===== config.mk =====
export PLATFORM = sky130hd
export DESIGN_NAME = intersection_arbiter
export DESIGN_NICKNAME = d
export VERILOG_FILES = /design/src/rtl/intersection_arbiter.sv
export SDC_FILE = /design/constraint.sdc
export NUM_CORES = 1
export LEC_CHECK = 0
export BUFFER_PORTS_ARGS = -buffer_cell sky130_fd_sc_hd__buf_2
export CAP_MARGIN = 5
export CORE_MARGIN = 2
export CORE_UTILIZATION = 50
export CTS_CLUSTER_SIZE = 30
export DETAILED_ROUTE_END_ITERATION = 16
export GPL_TIMING_DRIVEN = 0
export PLACE_DENSITY_LB_ADDON = 0.1
export SLEW_MARGIN = 10
export SYNTH_ARGS = -nofsm -noshare
export SYNTH_HDL_FRONTEND = slang
export SYNTH_SLANG_ARGS = --single-unit

===== constraint.sdc =====
create_clock -name clock -period 2.75 [get_ports clock]
set_input_delay 0.4125 -clock clock [delete_from_list [all_inputs] [get_ports clock]]
set_output_delay 0.4125 -clock clock [all_outputs]
set_load 0.02 [all_outputs]

===== src/rtl/intersection_arbiter.sv =====
// Round-robin green grant across N_WAYS approaches with an all-red clearance between greens; grant two cycles after a request.
// 'blocked' holds off new greens only at grant decisions; optional GREEN_EXTEND_EN keeps an uncontested green running.
module intersection_arbiter #(
   parameter int N_WAYS       = 4,
   parameter int GREEN_PERIOD = 10000,
   parameter int CLEAR_PERIOD = 200
) (
   input  logic              clock,
   input  logic              reset,
   input  logic [N_WAYS-1:0] request,
   input  logic              blocked,
   output logic [N_WAYS-1:0] green,
   output logic [N_WAYS-1:0] red,
   output logic [N_WAYS-1:0] pending,
   output logic              busy
);

   localparam int IW = $clog2(N_WAYS);

   typedef enum logic [1:0] {IDLE, GREEN, CLEAR} state_t;

   state_t            state, state_nx;
   logic [31:0]       count, count_nx;
   logic [IW-1:0]     sel, sel_nx;
   logic [IW-1:0]     ptr, ptr_nx;
   logic [N_WAYS-1:0] clr;
   logic [N_WAYS-1:0] rot;
   logic [N_WAYS-1:0] sel_oh;
   logic [N_WAYS-1:0] win_oh;
   logic [IW-1:0]     off;
   logic [IW:0]       sum;
   logic [IW:0]       wsum;
   logic [IW-1:0]     winner;
   logic [IW-1:0]     ptr_after;
   logic              found;

   // Rotate pending so bit 0 is the way at ptr; first set bit is the circular winner.
   assign rot = N_WAYS'({pending, pending} >> ptr);

   always_comb begin
      off   = '0;
      found = 1'b0;
      for (int j = 0; j < N_WAYS; j++) begin
         if (!found && rot[j]) begin
            found = 1'b1;
            off   = IW'(j);
         end
      end
   end

   assign sum       = {1'b0, ptr} + {1'b0, off};
   assign winner    = (sum >= (IW+1)'(N_WAYS)) ? IW'(sum - (IW+1)'(N_WAYS)) : sum[IW-1:0];
   assign wsum      = {1'b0, winner} + (IW+1)'(1);
   assign ptr_after = (wsum == (IW+1)'(N_WAYS)) ? '0 : wsum[IW-1:0];
   assign win_oh    = N_WAYS'(1) << winner;
   assign sel_oh    = N_WAYS'(1) << sel;

   always_comb begin
      state_nx = state;
      count_nx = count;
      sel_nx   = sel;
      ptr_nx   = ptr;
      clr      = '0;
      case (state)
         IDLE: begin
            if (found && !blocked) begin
               state_nx = GREEN;
               count_nx = 32'(GREEN_PERIOD - 1);
               sel_nx   = winner;
               ptr_nx   = ptr_after;
               clr      = win_oh;
            end
         end
         GREEN: begin
            if (count != 32'd0) begin
               count_nx = count - 32'd1;
            end else
`ifdef GREEN_EXTEND_EN
            // Nobody else is waiting: keep the same way green without clearance.
            if ((pending[sel] || request[sel]) && ((pending & ~sel_oh) == '0)) begin
               count_nx = 32'(GREEN_PERIOD - 1);
               clr      = sel_oh;
            end else
`endif
            begin
               state_nx = CLEAR;
               count_nx = 32'(CLEAR_PERIOD - 1);
            end
         end
         CLEAR: begin
            if (count != 32'd0) begin
               count_nx = count - 32'd1;
            end else if (!found) begin
               state_nx = IDLE;
            end else if (!blocked) begin
               state_nx = GREEN;
               count_nx = 32'(GREEN_PERIOD - 1);
               sel_nx   = winner;
               ptr_nx   = ptr_after;
               clr      = win_oh;
            end
         end
         default: begin
            state_nx = IDLE;
            count_nx = '0;
         end
      endcase
   end

   always_ff @(posedge clock) begin
      if (reset) begin
         state   <= IDLE;
         count   <= '0;
         sel     <= '0;
         ptr     <= '0;
         pending <= '0;
      end else begin
         state   <= state_nx;
         count   <= count_nx;
         sel     <= sel_nx;
         ptr     <= ptr_nx;
         pending <= (pending | request) & ~clr;
      end
   end

   assign green = (state == GREEN) ? sel_oh : '0;
   assign red   = ~green;
   assign busy  = (state != IDLE);

endmodule


==> results_dict.tcl, run 1 <==
set metrics [dict create \
    status "finished clean" \
    cts.sinks 42 \
    setup_viol 0 \
    slew_viol_final 0 \
    layout_commonest_cell "dfxtp_1" \
    ys_warn_count 0 \
    drc 0 \
    fin_crit_ps 2576 \
    dpl.hpwl_mm 5.287 \
    drt_iter0_markers 251 \
    required_ps 2970 \
    num_vias 2912 \
    setup_slack_ps 173.6 \
    max_stage_delay_ps 670 \
    ys.flop_type "dfxtp_1" \
    place_area_mm2 0.002908 \
    gr-usage-met2 0.3905 \
    num_rows 26 \
    overflow 0 \
    power_density_mw_per_mm2 868.8 \
    worst_setup_path_end_kind "flip-flop" \
    cap_violations 0 \
    max_freq_mhz 388.1 \
    ios 20 \
    cp_max_fo 7 \
    antenna_found_initial 0 \
    fin_nets 392 \
    synth-edff-count 0 \
    relSlewSlack 0.4775 \
    ant_nets 0 \
    power.leakage_nw 1.171 \
    cts_max_level 2 \
    busiest_layer "met2" \
    clockBufferDepth 2 \
    cp-start-kind "flip-flop" \
    ys_ff_latch 42 \
    skew_ps 6.747 \
    yosysTopAreaCell "dfxtp_1" \
    die_h_um 77.83 \
    yosysTopAreaCellShare 0.3085 \
    dr.pass1.iters 5 \
    chipWidth_um 77.83 \
    grt_pass1_vias 2550 \
    crit_type "reg2reg" \
    crit_chain "or4_1, clkbuf_1, nor3_4, nand3_1, or4b_2, a21oi_1" \
    period_share 0.9369 \
    slowest_stage "or4b_2" \
    routedWlPerCell_um 16.65 \
    syn-cell-area_mm2 0.002725 \
    synth_cells 350 \
    drive_gt1_frac 0.1522 \
    rsz0062_at_grt "false" \
    ir_worst_vdd_mv 0.4950 \
    layout_common_cells "dfxtp_1 (42), a21oi_1 (32), nor2_1 (25)" \
    syn2layout_area_growth_pct 14.92 \
    synth.avg_cell_area_um2 7.786 \
    postLayoutCoreUtil 0.6055 \
    cts_root_buf "clkbuf_8" \
    worst_pin_slew_ps 783.8 \
    num_antenna_cells 0 \
    routed_wl_mm 7.508 \
    portBuffers 19 \
    synthTopCellsByArea "dfxtp_1 (31%), a21oi_1 (5.9%), or4_1 (4.4%)" \
    grt_max_degree 14 \
    gr-usage-met3 0.05465 \
    clk-insertion-delay-late_ps 290 \
    use_met1 0.3562 \
    ys_types 60 \
    place_ws_ps -369.9 \
    min_path_type "in2reg" \
    ys_seq_area_frac 0.3085 \
    cts_made_buffers 5 \
    hold_buffers 0 \
    clk_pin_slew_ps 90 \
    vias_per_cell 6.457 \
    grt_use_total 0.2528 \
    start_util 0.5269 \
    final_cell_area_mm2 0.003132 \
    tritoncts "done" \
    hold_viol 0 \
    grt_pass1_wl_mm 12.39 \
    place_congestion 0.9160 \
    synth_nets 362 \
    core_area_mm2 0.005172 \
    die_area_mm2 0.006057 \
    synthArstFlopShare 0 \
    worstPathArrival_ps 2790 \
]
==> layout make-up <==
cell class	instances	area, um^2
Buffer	22	88.84
Clock buffer	6	72.57
Clock inverter	2	37.54
Fill cell	479	2041
Inverter	17	63.81
Multi-Input combinational cell	269	1815
Sequential cell	42	840.8
Tap cell	70	87.58
Timing Repair Buffer	23	125.1
==> sequential cells by signal (all words and copies together), names as in the netlist <==
register	count
pending	4
state	2
ptr	2
count	32
sel	2
==> cells by family after synthesis <==
logic type | count (synthesis) | synth area share
compound gates | 114 | 0.2810
xor+xnor | 6 | 0.01929
fa+ha+maj | 5 | 0.02296
buf+inv | 39 | 0.05464
flops | 42 | 0.3085
mux | 2 | 0.007346
simple gates | 142 | 0.3063
==> layer usage <==
| layer | routed length, um | vias up |
|---|---|---|
| li1 | - | 1422 |
| met1 | 3534 | 1354 |
| met2 | 3328 | 122 |
| met3 | 524 | 14 |
| met4 | 120 | 0 |
| met5 | 0 | - |
==> repair_timing <==
item	4_1_cts	5_1_grt
buffers inserted	0	4
gates cloned	0	0
gates resized for setup	5	13
setup endpoints to repair	15	39
pin swaps	1	3
==> worst paths after layout <==
check,endpoint,depth (start not counted),slack (ps),startpoint
max,count[17],6,170,count[4]
min reg2reg,count[21],2,490,count[21]
max reg2reg,count[17],6,170,count[4]
min,pending[3],3,390,request[3]
==> where the power goes <==
part	switching, mW	leakage [nW]	internal, mW	total, mW
combinational	0.867	0.776	0.539	1.41
clock	0.221	0.0514	0.271	0.492
sequential	0.119	0.343	0.704	0.823
==> worst max-delay path: cells and delay by family, from the launching register on <==
family          cells  cell delay [ps]
simple gates        4             1760
compound gates      1              160
flops               1              370
buf+inv             1              220
==> cells in the mapped netlist (5+ instances only) <==
| cell | instances |
|---|---|
| or3_1 | 17 |
| clkbuf_1 | 19 |
| o31ai_1 | 11 |
| inv_1 | 14 |
| nor3_1 | 9 |
| nor4_1 | 13 |
| dfxtp_1 | 42 |
| nand4_1 | 8 |
| o21ai_0 | 22 |
| or4_1 | 16 |
| nor2_1 | 26 |
| ha_1 | 5 |
| a21oi_1 | 32 |
| nand2_1 | 21 |
| nand3_1 | 11 |
==> per-stage QoR <==
stage	TNS (ps)	total power [mW]	hold WS, ps	cells
after floorplan	0	1.773	451.5	350
after global placement	-1569	2.062	463.3	439
after detailed placement	-2506	2.080	482.0	439
after CTS	-13.14	2.589	385.7	447
after global routing	0	2.916	368.2	451
final	0	2.721	390.4	451
Power figures use the tool's default switching activity.
==> inputs of run 2 (changes only) <==
CELL_PAD_IN_SITES_DETAIL_PLACEMENT = 2   (was default)
CELL_PAD_IN_SITES_GLOBAL_PLACEMENT = 2   (was default)
CORE_UTILIZATION = 36   (was 50)
==> results_dict.tcl, run 2 (same netlist as run 1, synthesis figures left out) <==
set metrics [dict create \
    hold_buffers 0 \
    place_area_mm2 0.002944 \
    grt_use_total 0.2549 \
    cp_top_family "simple AND/OR/NAND/NOR gates" \
    routedWlPerCell_um 21.49 \
    tritoncts "done" \
    fin_crit_ps 2621 \
    die_area_mm2 0.008282 \
    drc 0 \
    crit_buf_inv 3 \
    fin_nets 393 \
    final_cell_area_mm2 0.003193 \
    period_share 0.9532 \
    min_path_type "in2reg" \
    cts.sinks 42 \
    overflow 0 \
    skew_ps 16.04 \
    min_to "pending[0]" \
    top_register "count" \
    drt_iter0_markers 124 \
    routed_wl_mm 10.34 \
    worstPathArrival_ps 2840 \
    num_rows 31 \
    die_h_um 91.01 \
    ios 20 \
    final_cells 481 \
    relSlewSlack 0.5138 \
    r2r_cells 8 \
    grt_pass1_vias 3180 \
    dr.pass1.iters 4 \
    cts_root_buf "clkbuf_8" \
    max_freq_mhz 381.5 \
    postLayoutCoreUtil 0.4379 \
    drive_gt1_frac 0.1702 \
    vias_per_cell 6.183 \
    clockBufferDepth 2 \
    num_antenna_cells 0 \
    cap_violations 0 \
    min_path_cells 3 \
    power_density_mw_per_mm2 880.4 \
    num_vias 2974 \
    ant_nets 0 \
    required_ps 2970 \
    whs_ps 376.1 \
    place_congestion 0.7965 \
    power.leakage_nw 1.182 \
    grt_pass1_wl_mm 17.09 \
    worst_pin_slew_ps 725.9 \
    status "finished clean" \
    start_util 0.3737 \
    cpMostUsedCell "clkbuf_4" \
    chipWidth_um 91.01 \
    slew_viol_final 0 \
    portBuffers 19 \
    reg_top3 "count: 32 flops, pending: 4 flops" \
    worst_setup_path_end_kind "flip-flop" \
    layout_common_cells "dfxtp_1 (42), a21oi_1 (31), nor2_1 (25)" \
    cp_max_fo 10 \
    dpl.hpwl_mm 7.247 \
    reg2reg_to "count[7]" \
    cp-start-kind "flip-flop" \
    setup_viol 0 \
    hold_viol 0 \
    clk-insertion-delay-late_ps 320 \
    rrSetupSlack_ps 130 \
    dp_cells 468 \
    ir_worst_vdd_mv 0.2790 \
    cts_made_buffers 5 \
    grt_max_degree 16 \
    slowest_stage "nor4_4" \
    crit_chain "clkbuf_1, nor4_2, nand4b_1, nor4_4, clkbuf_4, clkbuf_4, a311oi_1, o32ai_1" \
    clk_pin_slew_ps 110 \
    cts_max_level 2 \
    hp-start "request[0]" \
    syn2layout_area_growth_pct 17.17 \
    max_stage_delay_ps 420 \
    largest_register_ffs 32 \
    r2r_start "count[15]" \
    core_area_mm2 0.007292 \
    layout_commonest_cell "dfxtp_1" \
    antenna_found_initial 0 \
    crit_type "reg2reg" \
]
[run 2: power by group]
| group | total (mW) | switching, mW | internal (mW) |
|---|---|---|---|
| Combinational | 1.53 | 0.968 | 0.560 |
| Sequential | 0.835 | 0.131 | 0.704 |
| Clock | 0.448 | 0.263 | 0.184 |
| Total | 2.81 | 1.36 | 1.45 |
[run 2: what timing repair did]
action | 4_1_cts | 5_1_grt
pin swaps | 2 | 2
cloned | 0 | 0
resized for setup | 10 | 23
endpoints found under the setup margin | 36 | 35
endpoints found under the hold margin | 0 | 0
setup buffers | 3 | 2
[run 2: per-layer routing]
layer,global-route usage,share of wire,vias up
met1,0.3296,0.44,1495
met5,0,0,-
li1,-,-,1419
met3,0.03320,0.031,12
met2,0.4457,0.51,48
met4,0.06818,0.014,0
[run 2: worst max-delay path by stage]
stage / start / endpoint / slack, ps / cells after the start
after CTS: pending[1] / count[7] / 20 / 8
after floorplan: pending[1] / count[29] / 350 / 8
after global routing: count[15] / count[7] / -30 / 8
final: count[15] / count[7] / 130 / 8
after global placement: pending[1] / count[7] / -420 / 8
after detailed placement: pending[1] / count[7] / -480 / 8
[run 2: through the flow]
step / setup WS (ps) / power (mW) / setup TNS (ps)
2_1_floorplan: 349.3 / 1.773 / 0
3_3_place_gp: -417.3 / 2.110 / -3480
3_5_place_dp: -484.2 / 2.172 / -6462
4_1_cts: 17.90 / 2.715 / 0
5_1_grt: -28.77 / 3.023 / -31.64
6_report: 128.7 / 2.811 / 0
[run 2: area by class of cell]
type / count / area (um^2)
Buffer: 22 / 100.1
Clock buffer: 5 / 68.82
Clock inverter: 3 / 25.02
Fill cell: 884 / 4099
Inverter: 17 / 63.81
Multi-Input combinational cell: 269 / 1838
Sequential cell: 42 / 840.8
Tap cell: 99 / 123.9
Timing Repair Buffer: 24 / 132.6
[run 2: worst min-delay path, stage by stage]
cell	delay, ps
buf_2	90
nor2_1	80
a211oi_1	50
==> inputs of run 3 (changes only) <==
CORE_MARGIN = default   (was 2)
==> results_dict.tcl, run 3 (same netlist as run 1, synthesis figures left out) <==
set metrics [dict create \
    relSlewSlack 0.3971 \
    reg_top3 "count: 32 flops, pending: 4 flops" \
    dr.pass1.iters 4 \
    whs_ps 383.0 \
    drive_gt1_frac 0.1714 \
    setup-tns-final_ps 0 \
    worst_setup_path_end_kind "flip-flop" \
    grt_pass1_vias 3043 \
    cp_max_fo 10 \
    total_power_mw 2.824 \
    fin_crit_ps 2626 \
    cts.sinks 42 \
    syn2layout_area_growth_pct 17.36 \
    num_rows 31 \
    vias_per_cell 6.205 \
    drt_iter0_markers 86 \
    place_ws_ps -486.6 \
    grt_max_degree 16 \
    worst_pin_slew_ps 904.3 \
    routed_wl_mm 10.32 \
    gr-usage-met2 0.4727 \
    final_cells 484 \
    hold_buffers 0 \
    start_util 0.3737 \
    tritoncts "done" \
    largest_register_ffs 32 \
    layout_common_cells "dfxtp_1 (42), a21oi_1 (32), nor2_1 (25)" \
    cp-start-kind "flip-flop" \
    top_register "count" \
    use_met1 0.3354 \
    cts_made_buffers 5 \
    fin_nets 396 \
    period_share 0.9550 \
    ir_worst_vdd_mv 0.3143 \
    slew_viol_final 0 \
    grt_pass1_wl_mm 15.83 \
    clockBufferDepth 2 \
    ios 20 \
    chipWidth_um 89.01 \
    place_congestion 0.8142 \
    max_freq_mhz 380.8 \
    busiest_layer "met2" \
    drc 0 \
    min_path_type "in2reg" \
    routedWlPerCell_um 21.32 \
    overflow 0 \
    power_density_mw_per_mm2 883.0 \
    gr-usage-met3 0.03509 \
    core_area_mm2 0.007292 \
    crit_type "reg2reg" \
    die_h_um 89.01 \
    cap_violations 0 \
    num_antenna_cells 0 \
    skew_ps 13.19 \
    clk_pin_slew_ps 90 \
    ant_nets 0 \
    hold_viol 0 \
    setup_slack_ps 123.7 \
    status "finished clean" \
    clk-insertion-delay-late_ps 310 \
    setup_viol 0 \
    die_area_mm2 0.007922 \
    antenna_found_initial 0 \
    power.leakage_nw 1.193 \
    dp_cells 468 \
    cts_max_level 2 \
    worstPathArrival_ps 2840 \
    grt_use_total 0.2636 \
    dpl.hpwl_mm 7.284 \
    portBuffers 19 \
    num_vias 3003 \
    layout_commonest_cell "dfxtp_1" \
    required_ps 2970 \
    cts_root_buf "clkbuf_8" \
]
run 3: cell count changes in the layout (fill, tap and decap cells not counted):
cell,before,now
a21oi_1,31,32
buf_4,5,9
nand3_1,9,10
buf_2,20,21
clkbuf_4,3,2
nand3_2,2,1
nor4_2,4,5
clkbuf_2,4,3
a21oi_2,1,0
nor4_4,3,2
run 3: area by class of cell:
type                            count  area (um^2)
Multi-Input combinational cell    269         1821
Inverter                           17        63.81
Tap cell                           99        123.9
Clock buffer                        5        68.82
Fill cell                         875         4094
Sequential cell                    42        840.8
Clock inverter                      3        25.02
Timing Repair Buffer               28        162.7
Buffer                             21        92.59
run 3: timing repair:
action / in CTS / in global routing
setup endpoints to repair: 34 / 27
buffers inserted: 4 / 5
pin swaps: 2 / 2
gates resized for setup: 10 / 17
run 3: layer usage:
layer | wire length (um) | vias to the layer above
li1 | - | 1436
met1 | 4732 | 1496
met2 | 5128 | 54
met3 | 285 | 17
met4 | 175 | 0
met5 | 0 | -
run 3: power by group:
part | switching [mW] | internal [mW]
Sequential | 0.130 | 0.704
Clock | 0.256 | 0.184
Combinational | 0.973 | 0.577
run 3: critical path, cell delays in order, from the launching register on:
cell and delay (ps):
dfxtp_1 360, inv_1 110, ha_1 170, nor4b_2 350, nand4_1 250, buf_4 230, buf_4 130, nor3_2 230
buf_2 300, o21ai_0 130, nor4b_1 270
run 3: path summary, 6_finish.rpt:
path                                 start          to  slack (ps)  cells past startpoint
worst min-delay path            request[0]  pending[0]         380                      3
worst max-delay path              count[0]    count[3]         120                     10
worst max register to register    count[0]    count[3]         120                     10
worst min register to register   count[30]   count[30]         500                      2
run 3: per-stage QoR:
step / instance area (um^2) / utilization
after floorplan: 2725 / -
after global placement: 2944 / 0.4037
after detailed placement: 2944 / 0.4037
after CTS: 3115 / 0.4272
after global routing: 3198 / 0.4386
final: 3198 / 0.4386
